[config.mk]
export PLATFORM = sky130hd
export DESIGN_NAME = instr_encoder_loader
export DESIGN_NICKNAME = d
export VERILOG_FILES = /design/src/rtl/mips_lite_pkg.sv /design/src/rtl/instr_word_encode.sv /design/src/rtl/instr_encoder_loader.sv
export SDC_FILE = /design/constraint.sdc
export NUM_CORES = 1
export LEC_CHECK = 0
export ABC_CLOCK_PERIOD_IN_PS = 3100
export BUFFER_PORTS_ARGS = -buffer_cell sky130_fd_sc_hd__buf_2
export CORE_AREA = 2 2 133 83
export CTS_BUF_LIST = sky130_fd_sc_hd__clkbuf_2
export DETAILED_ROUTE_END_ITERATION = 8
export DIE_AREA = 0 0 135 85
export PLACE_DENSITY_LB_ADDON = 0.1
export SYNTH_ARGS = -nofsm -noshare
export SYNTH_HDL_FRONTEND = slang
export SYNTH_HIERARCHICAL = 1
export SYNTH_SLANG_ARGS = --single-unit
[constraint.sdc]
create_clock -name clk -period 3.1 [get_ports clk]
set_input_delay 0.31 -clock clk [delete_from_list [all_inputs] [get_ports clk]]
set_output_delay 0.31 -clock clk [all_outputs]
set_load 0.05 [all_outputs]
[src/rtl/mips_lite_pkg.sv]
// Shared MIPS-lite definitions: operation selector, opcode/funct values and
// the loader FSM state type.
package mips_lite_pkg;

   typedef enum logic [3:0] {
      OP_ADD    = 4'd0,
      OP_SUB    = 4'd1,
      OP_AND    = 4'd2,
      OP_OR     = 4'd3,
      OP_SLT    = 4'd4,
      OP_JMNOR  = 4'd5,
      OP_LW     = 4'd6,
      OP_SW     = 4'd7,
      OP_BEQ    = 4'd8,
      OP_ORI    = 4'd9,
      OP_BLTZAL = 4'd10
   } op_sel_t;

   localparam logic [5:0] OPC_RTYPE  = 6'h00;
   localparam logic [5:0] OPC_LW     = 6'h23;
   localparam logic [5:0] OPC_SW     = 6'h2B;
   localparam logic [5:0] OPC_BEQ    = 6'h04;
   localparam logic [5:0] OPC_ORI    = 6'h0D;
   localparam logic [5:0] OPC_BLTZAL = 6'h22;

   localparam logic [5:0] FUNCT_ADD   = 6'h20;
   localparam logic [5:0] FUNCT_SUB   = 6'h22;
   localparam logic [5:0] FUNCT_AND   = 6'h24;
   localparam logic [5:0] FUNCT_OR    = 6'h25;
   localparam logic [5:0] FUNCT_SLT   = 6'h2A;
   localparam logic [5:0] FUNCT_JMNOR = 6'h26;

   typedef enum logic [1:0] {
      IDLE    = 2'd0,
      LOADING = 2'd1,
      DRAIN   = 2'd2,
      DONE    = 2'd3
   } state_t;

endpackage

[src/rtl/instr_word_encode.sv]
// Combinational encoder: operation selector plus register/immediate fields
// into one 32-bit MIPS-lite word; flags selector values with no encoding.
module instr_word_encode
   import mips_lite_pkg::*;
(
   input  logic [3:0]  op_i,
   input  logic [4:0]  rs_i,
   input  logic [4:0]  rt_i,
   input  logic [4:0]  rd_i,
   input  logic [15:0] imm_i,
   output logic [31:0] word_o,
   output logic        illegal_o
);

   logic [5:0] funct;
   logic [5:0] opcode;
   logic       rtype;

   always_comb begin
      funct     = 6'h00;
      opcode    = OPC_RTYPE;
      rtype     = 1'b1;
      illegal_o = 1'b0;
      case (op_sel_t'(op_i))
         OP_ADD:    funct = FUNCT_ADD;
         OP_SUB:    funct = FUNCT_SUB;
         OP_AND:    funct = FUNCT_AND;
         OP_OR:     funct = FUNCT_OR;
         OP_SLT:    funct = FUNCT_SLT;
         OP_JMNOR:  funct = FUNCT_JMNOR;
         OP_LW:     begin rtype = 1'b0; opcode = OPC_LW;     end
         OP_SW:     begin rtype = 1'b0; opcode = OPC_SW;     end
         OP_BEQ:    begin rtype = 1'b0; opcode = OPC_BEQ;    end
         OP_ORI:    begin rtype = 1'b0; opcode = OPC_ORI;    end
         OP_BLTZAL: begin rtype = 1'b0; opcode = OPC_BLTZAL; end
         default:   illegal_o = 1'b1;
      endcase
      if (illegal_o) begin
         word_o = 32'h0;
      end else if (rtype) begin
         word_o = {OPC_RTYPE, rs_i, rt_i, rd_i, 5'd0, funct};
      end else begin
         word_o = {opcode, rs_i, rt_i, imm_i};
      end
   end

endmodule

[src/rtl/instr_encoder_loader.sv]
// Encodes field-level instruction requests and streams the words into imem
// through a 2-entry write buffer, one session per start pulse.
module instr_encoder_loader
   import mips_lite_pkg::*;
#(
   parameter logic [31:0] BASE_ADDR = 32'h0000_0000,
   parameter int unsigned MAX_WORDS = 256,
   parameter int unsigned ADDR_W    = 32
) (
   input  logic              clk,
   input  logic              reset,
   input  logic              start,
   input  logic              finish,
   input  logic              req_valid,
   output logic              req_ready,
   input  logic [3:0]        req_op,
   input  logic [4:0]        req_rs,
   input  logic [4:0]        req_rt,
   input  logic [4:0]        req_rd,
   input  logic [15:0]       req_imm,
   output logic              imem_we,
   input  logic              imem_ready,
   output logic [ADDR_W-1:0] imem_addr,
   output logic [31:0]       imem_wdata,
   output logic              busy,
   output logic              done,
   output logic              err,
   output logic [8:0]        word_count,
   output state_t            dbg_state
);

   localparam logic [8:0] MAX_CNT = 9'(MAX_WORDS);

   // Valid/ready: a request moves on a cycle where req_valid & req_ready;
   // a write retires on a cycle where imem_we & imem_ready, and imem_we,
   // imem_addr and imem_wdata hold until that cycle.
   state_t      state_q, state_d;
   logic [31:0] slot0_q, slot0_d;
   logic [31:0] slot1_q, slot1_d;
   logic [1:0]  count_q, count_d;
   logic [8:0]  word_count_q, word_count_d;
   logic [8:0]  acc_count_q, acc_count_d;
   logic        err_q, err_d;

   logic [31:0] enc_word;
   logic        enc_illegal;
   logic        accept, push, pop;

   instr_word_encode u_encode (
      .op_i      (req_op),
      .rs_i      (req_rs),
      .rt_i      (req_rt),
      .rd_i      (req_rd),
      .imm_i     (req_imm),
      .word_o    (enc_word),
      .illegal_o (enc_illegal)
   );

   assign req_ready  = (state_q == LOADING) && (count_q != 2'd2) && (acc_count_q < MAX_CNT);
   assign imem_we    = (count_q != 2'd0);
   assign imem_wdata = slot0_q;
   assign imem_addr  = ADDR_W'(BASE_ADDR) + (ADDR_W'(word_count_q) << 2);
   assign busy       = (state_q == LOADING) || (state_q == DRAIN);
   assign done       = (state_q == DONE);
   assign err        = err_q;
   assign word_count = word_count_q;
   assign dbg_state  = state_q;

   assign accept = req_valid & req_ready;
   assign push   = accept & ~enc_illegal;
   assign pop    = imem_we & imem_ready;

   always_comb begin
      state_d      = state_q;
      slot0_d      = slot0_q;
      slot1_d      = slot1_q;
      count_d      = count_q;
      word_count_d = word_count_q;
      acc_count_d  = acc_count_q;
      err_d        = err_q;

      // Shift buffer: slot0 is always the head presented to imem.
      case ({push, pop})
         2'b10: begin
            if (count_q == 2'd0) slot0_d = enc_word;
            else                 slot1_d = enc_word;
            count_d = count_q + 2'd1;
         end
         2'b01: begin
            slot0_d = slot1_q;
            count_d = count_q - 2'd1;
         end
         2'b11: begin
            if (count_q == 2'd1) begin
               slot0_d = enc_word;
            end else begin
               slot0_d = slot1_q;
               slot1_d = enc_word;
            end
         end
         default: ;
      endcase

      if (pop)                  word_count_d = word_count_q + 9'd1;
      if (push)                 acc_count_d  = acc_count_q + 9'd1;
      if (accept & enc_illegal) err_d        = 1'b1;

      case (state_q)
         IDLE, DONE: begin
            if (start) begin
               state_d      = LOADING;
               word_count_d = 9'd0;
               acc_count_d  = 9'd0;
               err_d        = 1'b0;
            end
         end
         LOADING: if (finish || (acc_count_d >= MAX_CNT)) state_d = DRAIN;
         DRAIN:   if (count_q == 2'd0) state_d = DONE;
         default: state_d = IDLE;
      endcase
   end

   always_ff @(posedge clk) begin
      if (reset) begin
         state_q      <= IDLE;
         slot0_q      <= 32'h0;
         slot1_q      <= 32'h0;
         count_q      <= 2'd0;
         word_count_q <= 9'd0;
         acc_count_q  <= 9'd0;
         err_q        <= 1'b0;
      end else begin
         state_q      <= state_d;
         slot0_q      <= slot0_d;
         slot1_q      <= slot1_d;
         count_q      <= count_d;
         word_count_q <= word_count_d;
         acc_count_q  <= acc_count_d;
         err_q        <= err_d;
      end
   end

endmodule

==> results of run 1 <==
[logic make-up (layout without fill, tap and decap cells)]
family                   Yosys count  count (layout)  share of synthesized area (%)
AND/OR/NAND/NOR                  226             226                           25.9
buffers and inverters             84             138                           11.1
multiplexers                       1               1                          0.334
XOR/XNOR                          13              13                           2.53
other                              2              24                          0.167
AO/OA/AOI/OAI                    118             118                           18.2
flip-flops                        87              87                           38.8
adder cells (fa/ha/maj)           11              11                           3.06
[stage by stage]
step           std cells  instance area, sq um  setup slack, ps  util (%)
2_1_floorplan        564                  4580              502         -
3_3_place_gp         741                  4890              533      47.5
3_5_place_dp         741                  4890              468      47.5
4_1_cts              757                  4980              480      48.3
5_1_grt              757                  4980              184      48.3
6_report             757                  4980              507      48.3
[final cells by class]
type,instances,share of cell area (%)
clock buffer,11,1.11
inverter,13,0.980
tap,139,3.49
timing repair buffer,109,11.8
sequential,87,35.0
multi-input combinational,393,47.0
clock inverter,5,0.653
[power by group]
group | internal (mW) | switching [mW] | total (mW)
registers | 1.33 | 0.124 | 1.45
clock network | 0.113 | 0.403 | 0.516
logic | 0.586 | 1.47 | 2.05
total | 2.03 | 1.99 | 4.02
[critical path, stage by stage (launching register included)]
cell and delay (ps):
dfxtp_1 410, inv_1 70, ha_1 230, nand4bb_1 230
nor2_1 330, ha_1 310, nor2b_1 160, o21a_1 110
buf_4 350, a221oi_1 140, nor3_1 200
[sequential cells by signal (all words and copies together) (netlist names)]
signal,cells
imem_wdata,32
slot1_q,32
acc_count_q,9
word_count,9
count_q,2
dbg_state,2
err,1
[synthesized netlist by cell type (3+ instances only)]
cell / instances / share of area [%]
dfxtp_1: 87 / 39
nand2_1: 77 / 6.4
a21oi_1: 47 / 5.2
nor2b_1: 47 / 6.5
nor3_1: 39 / 4.3
buf_4: 38 / 6.3
a221oi_1: 32 / 6.2
nor2_1: 22 / 1.8
clkbuf_1: 19 / 1.6
and2_1: 17 / 2.4
inv_1: 13 / 1.1
ha_1: 11 / 3.1
xnor2_1: 8 / 1.6
buf_2: 7 / 0.78
a31oi_1: 6 / 0.84
nand3_1: 6 / 0.67
o22ai_1: 6 / 0.84
o21a_1: 5 / 0.84
o21ai_0: 5 / 0.56
xor2_1: 5 / 0.97
a21o_1: 3 / 0.50
buf_1: 3 / 0.25
buf_6: 3 / 0.75
or3_1: 3 / 0.42
[layer usage]
metal,vias to the layer above,track usage (%)
met2,135,28.5
met3,8,6.75
li1,1956,-
met5,-,0
met1,1812,28.7
met4,0,3.98
[how the worst max path moves through the flow]
stage,depth (start not counted),slack (ps),end
2_1_floorplan,9,500,imem_wdata[10]$_SDFFE_PP0P_
3_3_place_gp,10,530,imem_wdata[26]$_SDFFE_PP0P_
3_5_place_dp,10,470,imem_wdata[14]$_SDFFE_PP0P_
4_1_cts,10,480,imem_wdata[14]$_SDFFE_PP0P_
5_1_grt,10,180,imem_wdata[27]$_SDFFE_PP0P_
6_report,10,510,imem_wdata[25]$_SDFFE_PP0P_
==> flow_summary.json, run 1 <==
{
  "status": "finished, final reports clean",
  "synth-warning-count": 6,
  "ys.flop_type": "dfxtp_1",
  "io_pins": 121,
  "clkSlewWorstSetupHoldPaths_ps": 260,
  "r2r_setup_slack_ps": 510,
  "fill_cells": 1056,
  "gp_congestion": 0.761,
  "setup.worst_path.end_class": "register",
  "maxSlewHeadroom_pct": 51.4,
  "drt_iter0_drc": 239,
  "layout_common_cells": "buf_2 (97), dfxtp_1 (87), nand2_1 (77), nor2b_1 (47), a21oi_1 (47)",
  "grt_antenna_before_repair": 0,
  "hold_end": "slot1_q[23]$_SDFFE_PP0P_",
  "fmax_mhz": 386,
  "die_w_um": 135,
  "antennaDiodeCount": 0,
  "ys_seq_elements": 87,
  "clockBufferDepth": 2,
  "critPathLaunch": "count_q[0]$_SDFFE_PP0P_",
  "cts_buffers": 9,
  "met3_length_um": 750,
  "max_cap_viol_count": 0,
  "grt_util_all_layers_pct": 19.8,
  "min_from": "req_rs[2]",
  "cts.hold.buffers_added": 0,
  "via_per_inst": 5.17,
  "critPathKind": "register to register",
  "drive_gt1_share_pct": 22.5,
  "post-cts-setup-buffers": 0,
  "holdWs_ps": 86.8,
  "rr_startpoint": "count_q[0]$_SDFFE_PP0P_",
  "cp_data_arrival_time_ps": 3080,
  "drc_errors": 0,
  "regArea_sq_um": 1740,
  "synth-edff-count": 0,
  "cts_tree": "done",
  "r2r-end": "imem_wdata[25]$_SDFFE_PP0P_",
  "initial_core_util_pct": 43.6,
  "num_vias": 3911,
  "syn_to_final_growth_pct": 10.8,
  "worstHoldPathType": "primary input to register",
  "dp_hpwl_um": 7340,
  "wl_um": 11100,
  "drtPass1Iterations": 5,
  "slew_viol_final": 0,
  "port_buffers": 97,
  "core_area_sq_um": 10300,
  "row_count": 29,
  "wl_met2_um": 4610,
  "irDropWorstVdd_v": 0.000467,
  "period_share_pct": 83.6,
  "finalHoldViolations": 0,
  "async_reset_ff_share_pct": 0,
  "required_ps": 3590,
  "grt_max_degree": 69,
  "htreeDepth": 3,
  "r2r_cells": 10,
  "start_kind": "register",
  "final_common_cell": "buf_2",
  "top_layer": "met4",
  "finish.net_count": 665,
  "ant_nets": 0,
  "fin_skew_ps": 46.6,
  "clk_latency_ps": 580,
  "cts_sinks": 87,
  "grt_pass1_vias": 3553,
  "multi_input_area_sq_um": 2340,
  "syn_avg_cell_area_sq_um": 8.29,
  "cts_resized": 0,
  "holdPathStages": 4,
  "wire_per_inst_um": 14.6,
  "setup_violations": 0,
  "finalPower_mw": 4.02,
  "leakagePower_nw": 2.07,
  "final.setup.tns_ps": 0,
  "die-area_sq_um": 11500,
  "netlist_instances": 542,
  "rsz0062_at_grt": "false",
  "powerDensity_nw_per_um2": 807,
  "wl_met1_um": 5670,
  "die_h_um": 85,
  "worst-path-max-fanout": 32,
  "grt_pass1_wl_um": 18000,
  "ys_seq_area_share_pct": 38.8,
  "fin_crit_ps": 2590,
  "ys_types": 53,
  "syn_area_sq_um": 4490,
  "grt.overflow.total": 0,
  "root_buffer": "clkbuf_2",
  "worst_pin_slew_ps": 729
}
Note: power is estimated with default switching activity, not from simulation.
==> run 2: changes to the inputs <==
- ABC_CLOCK_PERIOD_IN_PS: 3100 -> 2300
- clock period: 3.1 -> 2.3 ns (I/O delays scaled with it)
==> run 2 against run 1 <==
Effect of this change:
- global-route usage barely moved
- count of clock-buffer cells in the layout down 2
- setup slack worse by 440 ps
- fmax increased by 16%
- flip-flop and latch count stayed put
- wire length rose by 7.4%
- first-iteration DRC count rose by 29%
- non-clock buffer count is 34 higher
- largest cell class unchanged
- via count is 3.9% higher
- critical path depth up 2
- clock skew fell by 16 ps
- core utilization grew 5.4 points
==> flow_summary.json, run 2 (same netlist as run 1, synthesis figures left out) <==
{
  "status": "finished, final reports clean",
  "finalHoldViolations": 0,
  "leakagePower_nw": 2.31,
  "clkSlewWorstSetupHoldPaths_ps": 250,
  "htreeDepth": 3,
  "final.setup.tns_ps": 0,
  "fin_crit_ps": 2230,
  "crit_buf_inv": 4,
  "worstHoldPathType": "primary input to register",
  "start_kind": "register",
  "dp_hpwl_um": 7340,
  "die_w_um": 135,
  "holdPathStages": 4,
  "clk_latency_ps": 580,
  "grt_pass1_wl_um": 18200,
  "syn_to_final_growth_pct": 23.1,
  "cts_buffers": 9,
  "wire_per_inst_um": 15.1,
  "grt_max_degree": 69,
  "fmax_mhz": 448,
  "wl_um": 11900,
  "antennaDiodeCount": 0,
  "port_buffers": 97,
  "clockBufferDepth": 2,
  "required_ps": 2820,
  "rsz0062_at_grt": "true",
  "row_count": 29,
  "clkPwrFrac_pct": 15.6,
  "critical_path_cell_count": 12,
  "grt_pass1_vias": 3732,
  "slew_viol_final": 0,
  "dp_cells": 748,
  "drive_gt1_share_pct": 25.8,
  "r2r_cells": 12,
  "ant_nets": 0,
  "drt_iter0_drc": 308,
  "crit_chain": "inv_1, ha_2, nand4bb_4, nor2_2, buf_4, ha_1, buf_4, a22oi_2, o21a_4, clkbuf_16, nand2_1, a21oi_1",
  "io_pins": 121,
  "core_area_sq_um": 10300,
  "swShare_pct": 47.2,
  "setup.worst_path.end_class": "register",
  "cts_sinks": 87,
  "grt_antenna_before_repair": 0,
  "grt.overflow.total": 0,
  "max_cap_viol_count": 0,
  "powerDensity_nw_per_um2": 1070,
  "num_vias": 4063,
  "fin_skew_ps": 30.6,
  "irDropWorstVdd_v": 0.000620,
  "cts_tree": "done",
  "cp_data_arrival_time_ps": 2750,
  "p_seq_share_pct": 33.0,
  "maxSlewHeadroom_pct": 52.0,
  "period_share_pct": 97.0,
  "crit_top_cell": "buf_4",
  "drtPass1Iterations": 4,
  "worst-path-max-fanout": 16,
  "final_common_cell": "buf_2",
  "cpMaxStageDelayCell": "dfxtp_2",
  "combPwrFrac_pct": 51.5,
  "crit_family": "buffers and inverters",
  "worst_pin_slew_ps": 720,
  "layout_common_cells": "buf_2 (97), dfxtp_1 (84), nand2_1 (76), a21oi_1 (47), nor2b_1 (46)",
  "setup_violations": 0,
  "instances_no_fill": 791,
  "drc_errors": 0,
  "gp_congestion": 0.824,
  "intPower_mw": 3.14,
  "netSwitchingPower_mw": 2.81,
  "initial_core_util_pct": 43.6,
  "critPathKind": "register to register",
  "via_per_inst": 5.14,
  "finish.net_count": 699,
  "die-area_sq_um": 11500,
  "grt_util_all_layers_pct": 19.8,
  "cpPeakStageDelay_ps": 370,
  "die_h_um": 85,
  "root_buffer": "clkbuf_2"
}
-- run 2: final timing paths --
path | slack, ps | startpoint | to
setup / recovery | 70 | count_q[0]$_SDFFE_PP0P_ | slot1_q[10]$_SDFFE_PP0P_
hold / removal | 70 | req_op[3] | slot1_q[11]$_SDFFE_PP0P_
setup reg to reg | 70 | count_q[0]$_SDFFE_PP0P_ | slot1_q[10]$_SDFFE_PP0P_
hold reg to reg | 470 | slot1_q[6]$_SDFFE_PP0P_ | slot1_q[6]$_SDFFE_PP0P_
-- run 2: timing repair --
action                                  4_1_cts  5_1_grt
endpoints found under the setup margin        3       64
hold buffers                                 20        0
gates resized for setup                       1       13
gates cloned                                  0        4
hold endpoints to repair                     20        0
pin swaps                                     1        3
buffers inserted                              1        2
-- run 2: layout make-up --
class                           instances  area, sq um
Clock buffer                            9         45.0
Clock inverter                          7         95.1
Fill cell                             978         4770
Inverter                               13         48.8
Multi-Input combinational cell        393         2410
Sequential cell                        87         1750
Tap cell                              139          174
Timing Repair Buffer                  143         1010
-- run 2: through the flow --
stage / util [%] / worst slack (ps) / hold slack, ps / instance area [sq um] / total power, mW
floorplan: - / 5.32 / 436 / 4590 / 4.17
global placement: 48.5 / 94.7 / 441 / 5000 / 4.82
detailed placement: 48.5 / -16.3 / 447 / 5000 / 4.85
CTS: 52.0 / 16.2 / 33.6 / 5350 / 5.83
global route: 53.7 / -39.5 / 29.8 / 5530 / 6.33
finish: 53.7 / 68.0 / 65.1 / 5530 / 5.95
-- run 2: worst reg2reg max path, stage by stage (launching register included) --
cell and delay, ps:
dfxtp_2 370, inv_1 80, ha_2 200, nand4bb_4 150, nor2_2 60, buf_4 140
ha_1 200, buf_4 150, a22oi_2 210, o21a_4 220, clkbuf_16 200, nand2_1 60
a21oi_1 140
-- run 2: routing by layer --
metal / part of all wire [%] / GRT usage, % / routed length (um)
met1: 49 / 28.3 / 5780
met2: 43 / 29.6 / 5140
met3: 7.5 / 5.14 / 899
met4: 0.76 / 5.11 / 91
met5: 0 / 0 / 0
-- run 2: power groups by stage --
stage          logic (mW)  registers [mW]  clock network [mW]
3_5_place_dp         2.86            1.99                   0
4_1_cts              2.90            1.96               0.965
3_3_place_gp         2.83            1.99                   0
6_report             3.06            1.96               0.926
2_1_floorplan        1.42            2.75                   0
5_1_grt              3.30            2.00                1.03
